==> src/rtl/scan_config_ctrl.sv <==
// Configuration scan sequencer for one FPGA tile.
// Takes bitstream words over valid/ready, shifts them LSB-first into the CLB
// chain and then the connection chain, generates scan_clk and the chain
// enables, and returns the previous chain contents as readback words.
module scan_config_ctrl #(
    parameter int unsigned WORD_W         = 8,
    parameter int unsigned CLB_CHAIN_LEN  = 20,
    parameter int unsigned CONN_CHAIN_LEN = 48,
    parameter int unsigned SCAN_DIV       = 2
) (
    input  logic              clk,
    input  logic              reset,
    input  logic              start,
    output logic              busy,
    output logic              done,
    input  logic [WORD_W-1:0] cfg_data,
    input  logic              cfg_valid,
    output logic              cfg_ready,
    output logic              scan_clk,
    output logic              clb_scan_en,
    output logic              clb_scan_in,
    input  logic              clb_scan_out,
    output logic              conn_scan_en,
    output logic              conn_scan_in,
    input  logic              conn_scan_out,
    output logic [WORD_W-1:0] rb_data,
    output logic              rb_valid
);

    localparam int unsigned TOTAL = CLB_CHAIN_LEN + CONN_CHAIN_LEN;
    localparam int unsigned CNT_W = $clog2(TOTAL + 1);
    localparam int unsigned IDX_W = $clog2(WORD_W + 1);
    localparam int unsigned DIV_W = (SCAN_DIV > 1) ? $clog2(SCAN_DIV) : 1;

    typedef enum logic [2:0] {
        S_IDLE,
        S_FETCH,
        S_SHIFT_LO,
        S_SHIFT_HI,
        S_FLUSH,
        S_FINISH
    } state_t;

    state_t            r_state;
    state_t            w_state_next;

    logic [DIV_W-1:0]  r_div_cnt;
    logic [CNT_W-1:0]  r_bit_count;
    logic [IDX_W-1:0]  r_bit_idx;
    logic [WORD_W-1:0] r_shift;
    logic [WORD_W-1:0] r_rb_acc;
    logic [IDX_W-1:0]  r_rb_cnt;
    logic [WORD_W-1:0] r_rb_data;
    logic              r_rb_valid;
    logic              r_scan_clk;
    logic              r_clb_en;
    logic              r_conn_en;
    logic              r_clb_in;
    logic              r_conn_in;

    logic              w_div_last;
    logic [CNT_W-1:0]  w_bit_count_inc;
    logic [IDX_W-1:0]  w_bit_idx_inc;
    logic              w_last_bit;
    logic              w_word_end;
    logic              w_accept;
    logic              w_lo_end;
    logic              w_hi_end;
    logic              w_enter_lo;
    logic [WORD_W-1:0] w_shift_nxt;
    logic              w_drive_bit;
    logic [CNT_W-1:0]  w_drive_pos;
    logic              w_drive_clb;
    logic              w_sample_bit;
    logic [WORD_W-1:0] w_rb_merged;
    logic              w_rb_full;

    assign w_div_last      = (r_div_cnt == DIV_W'(SCAN_DIV - 1));
    assign w_bit_count_inc = r_bit_count + 1'b1;
    assign w_bit_idx_inc   = r_bit_idx + 1'b1;
    assign w_last_bit      = (w_bit_count_inc == CNT_W'(TOTAL));
    assign w_word_end      = (w_bit_idx_inc == IDX_W'(WORD_W));
    assign w_accept        = (r_state == S_FETCH) && cfg_valid;
    assign w_lo_end        = (r_state == S_SHIFT_LO) && w_div_last;
    assign w_hi_end        = (r_state == S_SHIFT_HI) && w_div_last;
    assign w_enter_lo      = (w_state_next == S_SHIFT_LO) && (r_state != S_SHIFT_LO);
    assign w_shift_nxt     = r_shift >> 1;

    // The next bit is registered onto the scan pins on entry to SHIFT_LO so it
    // is already stable during the first low cycle: from FETCH it is the new
    // word's LSB, from SHIFT_HI it is the following bit of the current word.
    assign w_drive_bit  = (r_state == S_FETCH) ? cfg_data[0] : w_shift_nxt[0];
    assign w_drive_pos  = (r_state == S_FETCH) ? r_bit_count : w_bit_count_inc;
    assign w_drive_clb  = (w_drive_pos < CNT_W'(CLB_CHAIN_LEN));

    assign w_sample_bit = r_clb_en ? clb_scan_out : conn_scan_out;
    assign w_rb_merged  = r_rb_acc | (WORD_W'(w_sample_bit) << r_rb_cnt);
    assign w_rb_full    = (IDX_W'(r_rb_cnt + 1'b1) == IDX_W'(WORD_W));

    // State register
    always_ff @(posedge clk or negedge reset) begin
        if (!reset) begin
            r_state <= S_IDLE;
        end else begin
            r_state <= w_state_next;
        end
    end

    // Next-state logic and state-decoded outputs
    always_comb begin
        w_state_next = r_state;
        busy         = 1'b0;
        done         = 1'b0;
        cfg_ready    = 1'b0;
        case (r_state)
            S_IDLE: begin
                if (start) begin
                    w_state_next = S_FETCH;
                end
            end
            S_FETCH: begin
                busy      = 1'b1;
                cfg_ready = 1'b1;
                if (cfg_valid) begin
                    w_state_next = S_SHIFT_LO;
                end
            end
            S_SHIFT_LO: begin
                busy = 1'b1;
                if (w_div_last) begin
                    w_state_next = S_SHIFT_HI;
                end
            end
            S_SHIFT_HI: begin
                busy = 1'b1;
                if (w_div_last) begin
                    if (w_last_bit) begin
                        w_state_next = S_FLUSH;
                    end else if (w_word_end) begin
                        w_state_next = S_FETCH;
                    end else begin
                        w_state_next = S_SHIFT_LO;
                    end
                end
            end
            S_FLUSH: begin
                busy         = 1'b1;
                w_state_next = S_FINISH;
            end
            S_FINISH: begin
                done         = 1'b1;
                w_state_next = S_IDLE;
            end
            default: begin
                w_state_next = S_IDLE;
            end
        endcase
    end

    // Half-period divider, restarted on every state change
    always_ff @(posedge clk or negedge reset) begin
        if (!reset) begin
            r_div_cnt <= '0;
        end else if (w_state_next != r_state) begin
            r_div_cnt <= '0;
        end else if ((r_state == S_SHIFT_LO) || (r_state == S_SHIFT_HI)) begin
            r_div_cnt <= r_div_cnt + 1'b1;
        end
    end

    // Word shift register, bit index within word and total bit count
    always_ff @(posedge clk or negedge reset) begin
        if (!reset) begin
            r_shift     <= '0;
            r_bit_idx   <= '0;
            r_bit_count <= '0;
        end else if ((r_state == S_IDLE) && start) begin
            r_bit_idx   <= '0;
            r_bit_count <= '0;
        end else if (w_accept) begin
            r_shift   <= cfg_data;
            r_bit_idx <= '0;
        end else if (w_hi_end) begin
            r_shift     <= w_shift_nxt;
            r_bit_idx   <= w_bit_idx_inc;
            r_bit_count <= w_bit_count_inc;
        end
    end

    // Scan pins: clock follows SHIFT_HI, enables/data update only as the clock falls
    always_ff @(posedge clk or negedge reset) begin
        if (!reset) begin
            r_scan_clk <= 1'b0;
            r_clb_en   <= 1'b0;
            r_conn_en  <= 1'b0;
            r_clb_in   <= 1'b0;
            r_conn_in  <= 1'b0;
        end else begin
            r_scan_clk <= (w_state_next == S_SHIFT_HI);
            if (w_enter_lo) begin
                if (w_drive_clb) begin
                    r_clb_en  <= 1'b1;
                    r_conn_en <= 1'b0;
                    r_clb_in  <= w_drive_bit;
                end else begin
                    r_clb_en  <= 1'b0;
                    r_conn_en <= 1'b1;
                    r_conn_in <= w_drive_bit;
                end
            end else if (w_state_next == S_FLUSH) begin
                r_clb_en  <= 1'b0;
                r_conn_en <= 1'b0;
            end
        end
    end

    // Readback assembly: full words as they fill, trailing partial word on entry to FLUSH
    always_ff @(posedge clk or negedge reset) begin
        if (!reset) begin
            r_rb_acc   <= '0;
            r_rb_cnt   <= '0;
            r_rb_data  <= '0;
            r_rb_valid <= 1'b0;
        end else begin
            r_rb_valid <= 1'b0;
            if ((r_state == S_IDLE) && start) begin
                r_rb_acc <= '0;
                r_rb_cnt <= '0;
            end else if (w_lo_end) begin
                if (w_rb_full) begin
                    r_rb_data  <= w_rb_merged;
                    r_rb_valid <= 1'b1;
                    r_rb_acc   <= '0;
                    r_rb_cnt   <= '0;
                end else begin
                    r_rb_acc <= w_rb_merged;
                    r_rb_cnt <= r_rb_cnt + 1'b1;
                end
            end else if (w_hi_end && w_last_bit && (r_rb_cnt != '0)) begin
                r_rb_data  <= r_rb_acc;
                r_rb_valid <= 1'b1;
                r_rb_acc   <= '0;
                r_rb_cnt   <= '0;
            end
        end
    end

    assign scan_clk     = r_scan_clk;
    assign clb_scan_en  = r_clb_en;
    assign clb_scan_in  = r_clb_in;
    assign conn_scan_en = r_conn_en;
    assign conn_scan_in = r_conn_in;
    assign rb_data      = r_rb_data;
    assign rb_valid     = r_rb_valid;

endmodule

==> config.mk <==
export PLATFORM = sky130hd
export DESIGN_NAME = scan_config_ctrl
export DESIGN_NICKNAME = d
export VERILOG_FILES = /design/src/rtl/scan_config_ctrl.sv
export SDC_FILE = /design/constraint.sdc
export NUM_CORES = 1
export LEC_CHECK = 0
export BUFFER_PORTS_ARGS = -buffer_cell sky130_fd_sc_hd__buf_2
export CAP_MARGIN = 40
export CORE_MARGIN = 1
export CORE_UTILIZATION = 45
export DETAILED_ROUTE_END_ITERATION = 12
export PLACE_DENSITY = 0.79
export SYNTH_ARGS = -nofsm -noshare
export SYNTH_HDL_FRONTEND = slang
export SYNTH_SLANG_ARGS = --single-unit
==> constraint.sdc <==
create_clock -name clk -period 2.1 [get_ports clk]
set_input_delay 0.42 -clock clk [delete_from_list [all_inputs] [get_ports clk]]
set_output_delay 0.42 -clock clk [all_outputs]
set_load 0.1 [all_outputs]
Word-level counts from Yosys, hierarchy flattened
Cells that the tools add are included.
Operators by class
  equal/unequal tests: 15
  $lt $le $gt $ge: 1
  divide/modulo/power cells: 0
  $mul: 0
  mux-type cells: 43
  bitwise gates (word level): 3
  reduce and logical (&&, ||, !) cells: 23
  shift-type cells: 1
  $add $sub $neg: 4
Operators with widths (number)
  two-way mux 8 bit: 9
  two-way mux 4 bit: 7
  two-way mux 7 bit: 4
  two-way mux 1 bit: 16
  two-way mux 3 bit: 5
  case mux 3 bit (5 select lines): 1
  equality test 3 x 2 -> 1 bit, second input constant: 4
  nonzero test 2 bit: 5
  equality test 3 bit, second input constant: 3
  adder 4 x 1 -> 4 bit, second input constant: 2
  equality test 4 bit, second input constant: 2
  OR 8 bit: 1
  AND reduction 2 bit: 4
  << shifter 1 x 4 -> 8 bit: 1
  adder 7 x 1 -> 7 bit, second input constant: 1
  equality test 7 bit, second input constant: 1
  logical AND 1 bit: 7
  < comparator 7 x 5 -> 1 bit, second input constant: 1
  nonzero test 3 bit: 2
  != test 2 x 1 -> 1 bit, second input constant: 2
  nonzero test 4 bit: 1
  OR reduction 4 bit: 1
  equality test 3 x 1 -> 1 bit, second input constant: 1
  logical NOT 3 bit: 1
  other kinds (7): 8
Word-level totals
  bits in read-only memories: 0
  register bits after elaboration: 49
  output and inout port bits: 17
  input port bits: 14
  memories kept: 0
  word-level logic and storage cells: 104
  bits in writable memories: 0
  latch bits: 0

Logic depth before layout (Yosys ltp)
  depth after elaboration: 9
  gate-level depth with buffers: 8
  mapped depth without buffers: 7

Least setup slack after synthesis
Ideal clock, no wire load.
  path kind: flip-flop to flip-flop
  start point: register r_state[2]
  end point: register r_clb_in, in the netlist clb_scan_in
  data arrival time: 3923 ps
  buffers on the path: 1
  setup time: 128 ps
  data required time: 1972 ps
  period minus slack after synthesis: 4051 ps
  stages on the path, launching flop included: 6
  slack: -1951 ps
  cells stage by stage: dfrtp_1 buf_2 nor3b_1 nand3_1 a21boi_2 mux2_1
Between the ends
  word-level cells in the longest chain between the ends: 5
  elaborated cells on any way between the ends: 17
  classes of those cells: order compare: 1; eq/ne: 6; mux: 7; reduce/logical: 3
Ends and longest elaborated chain
  start, declared: line 44  | state_t r_state;
  start signal, assigned: line 105  | r_state <= w_state_next;
  branches (longest 5 deep; another with < comparator 7 x 5 -> 1 bit)
  end signal, assigned: line 204  | r_clb_in <= w_drive_bit;
  end, declared: line 58  | logic r_clb_in;
Several ways; the timed one is not identified.
A chain may end at the register's enable or synchronous reset.

Worst setup path after layout
  start point: register r_bit_count[0]
  end point: register r_clb_in, in the netlist clb_scan_in
Between the ends
  word-level cells in the longest chain between the ends: 8
  elaborated cells on any way between the ends: 10
  classes of those cells: add/sub: 1; order compare: 1; eq/ne: 2; mux: 4; reduce/logical: 2
Ends and longest elaborated chain
  start, declared: line 48  | logic [CNT_W-1:0] r_bit_count;
  start signal, assigned: line 186  | r_bit_count <= w_bit_count_inc;
  adder 7 x 1 -> 7 bit: line 79  | assign w_bit_count_inc = r_bit_count + 1'b1;
  equality test 7 bit: line 81  | assign w_last_bit = (w_bit_count_inc == CNT_W'(TOTAL));
  two-way mux 3 bit: line 137  | if (w_last_bit) begin
  two-way mux 3 bit: line 136  | if (w_div_last) begin
  case mux 3 bit (5 select lines): line 115  | case (r_state)
  equality test 3 x 2 -> 1 bit: line 86  | assign w_enter_lo = (w_state_next == S_SHIFT_LO) && (r_state != S_SHIFT_LO);
  logical AND 1 bit: line 86
  AND reduction 2 bit (no line) *
Every way passes the cells marked *; elsewhere a longest branch is shown, timed or not.

==> metrics.md <==
| Metric | Value |
|---|---|
| Setup violators final | `0` |
| Synth Area in Adders | `0.02007` |
| CP cell instances | `ha_2 > buf_4 > or3_1 > a31oi_1 > nand4_1 > a21boi_2 > mux2_4` |
| Post-synth EDFFs | `0` |
| Most common cell in the netlist | `dfrtp_1` |
| Share of post-route cells with drive strength above 1 | `0.2662` |
| Multi-input logic area | `0.001276 mm^2` |
| Routed Wire Length | `5286 um` |
| Dpl cells | `367` |
| WP data arrival | `2.27 ns` |
| Min Tclk post-route | `2.078 ns` |
| Syn_nets | `279` |
| H-tree levels | `2` |
| Setup Skew | `0.005155 ns` |
| Syn Inst Count | `261` |
| FP Rows | `26` |
| Routed Antenna Nets | `0` |
| Final Cycle Share | `0.9897` |
| Largest family of logic cells by synthesized area | `simple AND/OR/NAND/NOR gates` |
| Final Util | `0.5798` |
| Count of cell types in the netlist | `45` |
| Layout Area Growth over Synthesis | `21.78%` |
| Delay-heaviest family, CP | `simple AND/OR/NAND/NOR gates` |
| LEAKAGE | `1.393 nW` |
| Antenna Cells | `0` |
| Hold buffers post-CTS | `0` |
| Drt initial violations | `115` |
| Compound-gate portion of the synthesized area | `0.1851` |
| Power density over cell area | `1248 mW/mm^2` |
| RSZ-0062 raised after global routing | `true` |
| Post-route cell area | `0.003037 mm^2` |
| Die Ht | `76.44 um` |
| Post-Syn Area | `0.002494 mm^2` |
| Pin count of the biggest net entering global routing | `21` |
| CTS Buf Count | `5` |
| Mapped Avg Cell Area | `9.554 um^2` |
| FF/Latch Area | `0.001204 mm^2` |
| Max Cap Viol | `0` |
| Levels on crit path | `7` |
| Die X | `76.44 um` |
| Simple-gate portion of the synthesized area | `0.1982` |
| Synth Area in XOR/XNOR | `0.02810` |
| Via count | `2030` |
| First-pass GRT wire length | `8990 um` |
| Grt ovf | `0` |
| Synth top cells by count | `dfrtp_1 (48), nand2_1 (35), o21ai_0 (33)` |
| Dpl hpwl | `3924 um` |
| Core Area | `0.005238 mm^2` |
| Synth Warn # | `0` |
| Synthesized flop and latch total | `48` |
| Final Hold Viols | `0` |
| Dominant synthesized flop cell | `dfrtp_1` |
| Critical path class | `flip-flop to flip-flop` |
| Max Buffers Root-to-Sink | `2` |
| Critical Path Sink Type | `flip-flop` |
| Reg2Reg Depth | `7` |
| Worst hold-check path type | `primary input to asynchronous set/reset pin` |
| Clock Sinks | `48` |
| Final #Nets | `325` |
| Fillers | `462` |
| Port Buffers | `30` |
| Mux contribution to synthesized area | `0.04967` |
| Worst VDD drop | `0.7569 mV` |
| Worst-skew pair later-pin latency | `0.30 ns` |
| Slowest stage delay, CP | `0.40 ns` |
| Seq/Total Area, Yosys | `0.4817` |
| CP Launch Type | `flip-flop` |
| Area share of the largest cell type after synthesis | `0.4817` |
| DRT Pass-1 Iters | `4` |
| CTS clk-pin slew, worst paths | `0.08 ns` |
| Placed cell areas | `0.002869 mm^2` |
| Area contributors post-synth | `dfrtp_1 (48%), o21ai_0 (6.6%), nand2_1 (5.3%)` |
| Vias in the first global route | `2016` |
| Final setup TNS | `0 ns` |
| Worst Hold Margin | `0.05209 ns` |
| GRT Total Usage | `0.1948` |
| Routability Congestion | `0.8730` |
| Largest area contributor in the netlist | `dfrtp_1` |
| Max Slew Vio Count | `0` |
| Ys async rst share | `1.000` |
| Detail-routed via count per cell | `5.370` |
| Die ar. | `0.005843 mm^2` |
| Wirelength per Cell | `13.98 um` |
| Post-Layout Cell Count | `378` |
| CP required | `2.29 ns` |
| # DRC | `0` |
| Status | `finished clean` |
| Worst path buffer plus inverter count | `1` |
| CTS tree | `done` |
| Max_slew headroom | `0.6413` |
| CTS root buf | `clkbuf_8` |
| Initial antenna violation count | `0` |
| Crit-path max FO | `5` |
| F_max | `481.1 MHz` |
| Critical path's slowest cell | `dfrtp_1` |
| Initial core utilization | `0.4761` |
| IO Pins | `31` |
| Least-Margin Pin Slew | `0.5231 ns` |
routing by layer:
metal / vias to the layer above / part of all wire / GRT usage
li1: 999 / - / -
met1: 969 / 0.43 / 0.2274
met2: 49 / 0.51 / 0.3396
met3: 13 / 0.038 / 0.04551
met4: 0 / 0.023 / 0.08462
met5: - / 0 / 0
registers in the layout, summed over array words and instances, names as in the netlist:
signal	flops
clb_scan_en	1
clb_scan_in	1
conn_scan_en	1
conn_scan_in	1
r_bit_count	7
r_bit_idx	4
r_div_cnt	1
r_rb_acc	8
r_rb_cnt	4
r_shift	7
r_state	3
rb_data	8
rb_valid	1
scan_clk	1
power breakdown:
group	switching, W	leakage, nW	internal (W)	total [W]
combinational	0.00119	0.730	0.000727	0.00192
sequential	0.000193	0.617	0.00112	0.00131
clock	0.000288	0.0455	0.000269	0.000557
total	0.00167	1.39	0.00212	0.00379
cell families after synthesis:
group,after synthesis
simple gates,96
compound gates,73
flops,48
buf+inv,20
mux,12
xor+xnor,8
fa+ha+maj,4
per-stage QoR:
step                power [W]  setup slack (ns)
floorplan            0.002654           -0.1929
global placement     0.003089           0.05002
detailed placement   0.003151          -0.05164
CTS                  0.003789          -0.05481
global route         0.004024          -0.07489
finish               0.003789           0.02154
cell usage in the layout (no fill, tap or decap), types with 2 or more instances in the layout:
cell	instances
or3_1	2
buf_4	22
dfrtp_2	2
a31oi_1	3
nand3_2	2
clkbuf_8	6
buf_2	28
nor2_1	18
and2_1	5
nor2b_1	2
ha_1	3
inv_1	6
clkbuf_1	2
o21ai_0	33
mux2_4	3
a22o_1	4
xor2_1	4
xnor2_1	3
and3b_1	3
nand3b_1	3
mux2i_1	9
a21o_1	2
a21oi_1	11
a21bo_2	2
nand2_1	34
nand2b_1	3
nor3_1	7
nand3_1	6
buf_12	2
o21a_1	8
dfrtp_1	46
repair_timing:
action | 4_1_cts | 5_1_grt
setup buffers | 3 | 1
endpoints found under the hold margin | 0 | 0
pin swaps | 5 | 7
endpoints found under the setup margin | 2 | 3
gates resized for setup | 5 | 9
area by class of cell:
| type | count | share of cell area |
|---|---|---|
| Clock buffer | 8 | 0.02967 |
| Inverter | 6 | 0.007417 |
| Multi-Input combinational cell | 193 | 0.4203 |
| Sequential cell | 48 | 0.3964 |
| Tap cell | 70 | 0.02884 |
| Timing Repair Buffer | 53 | 0.1174 |
worst paths after layout:
check                                     from             end  slack (ns)
worst max register to register  r_bit_count[0]     clb_scan_in        0.02
worst min-delay path                     reset        rb_valid        0.05
worst max-delay path            r_bit_count[0]     clb_scan_in        0.02
worst min register to register      rb_data[0]      rb_data[0]        0.48
max in group asynchronous                reset  r_bit_count[5]        1.43
min in group clk                   cfg_data[3]      r_shift[3]        0.32
(Power assumes the default switching activity.)
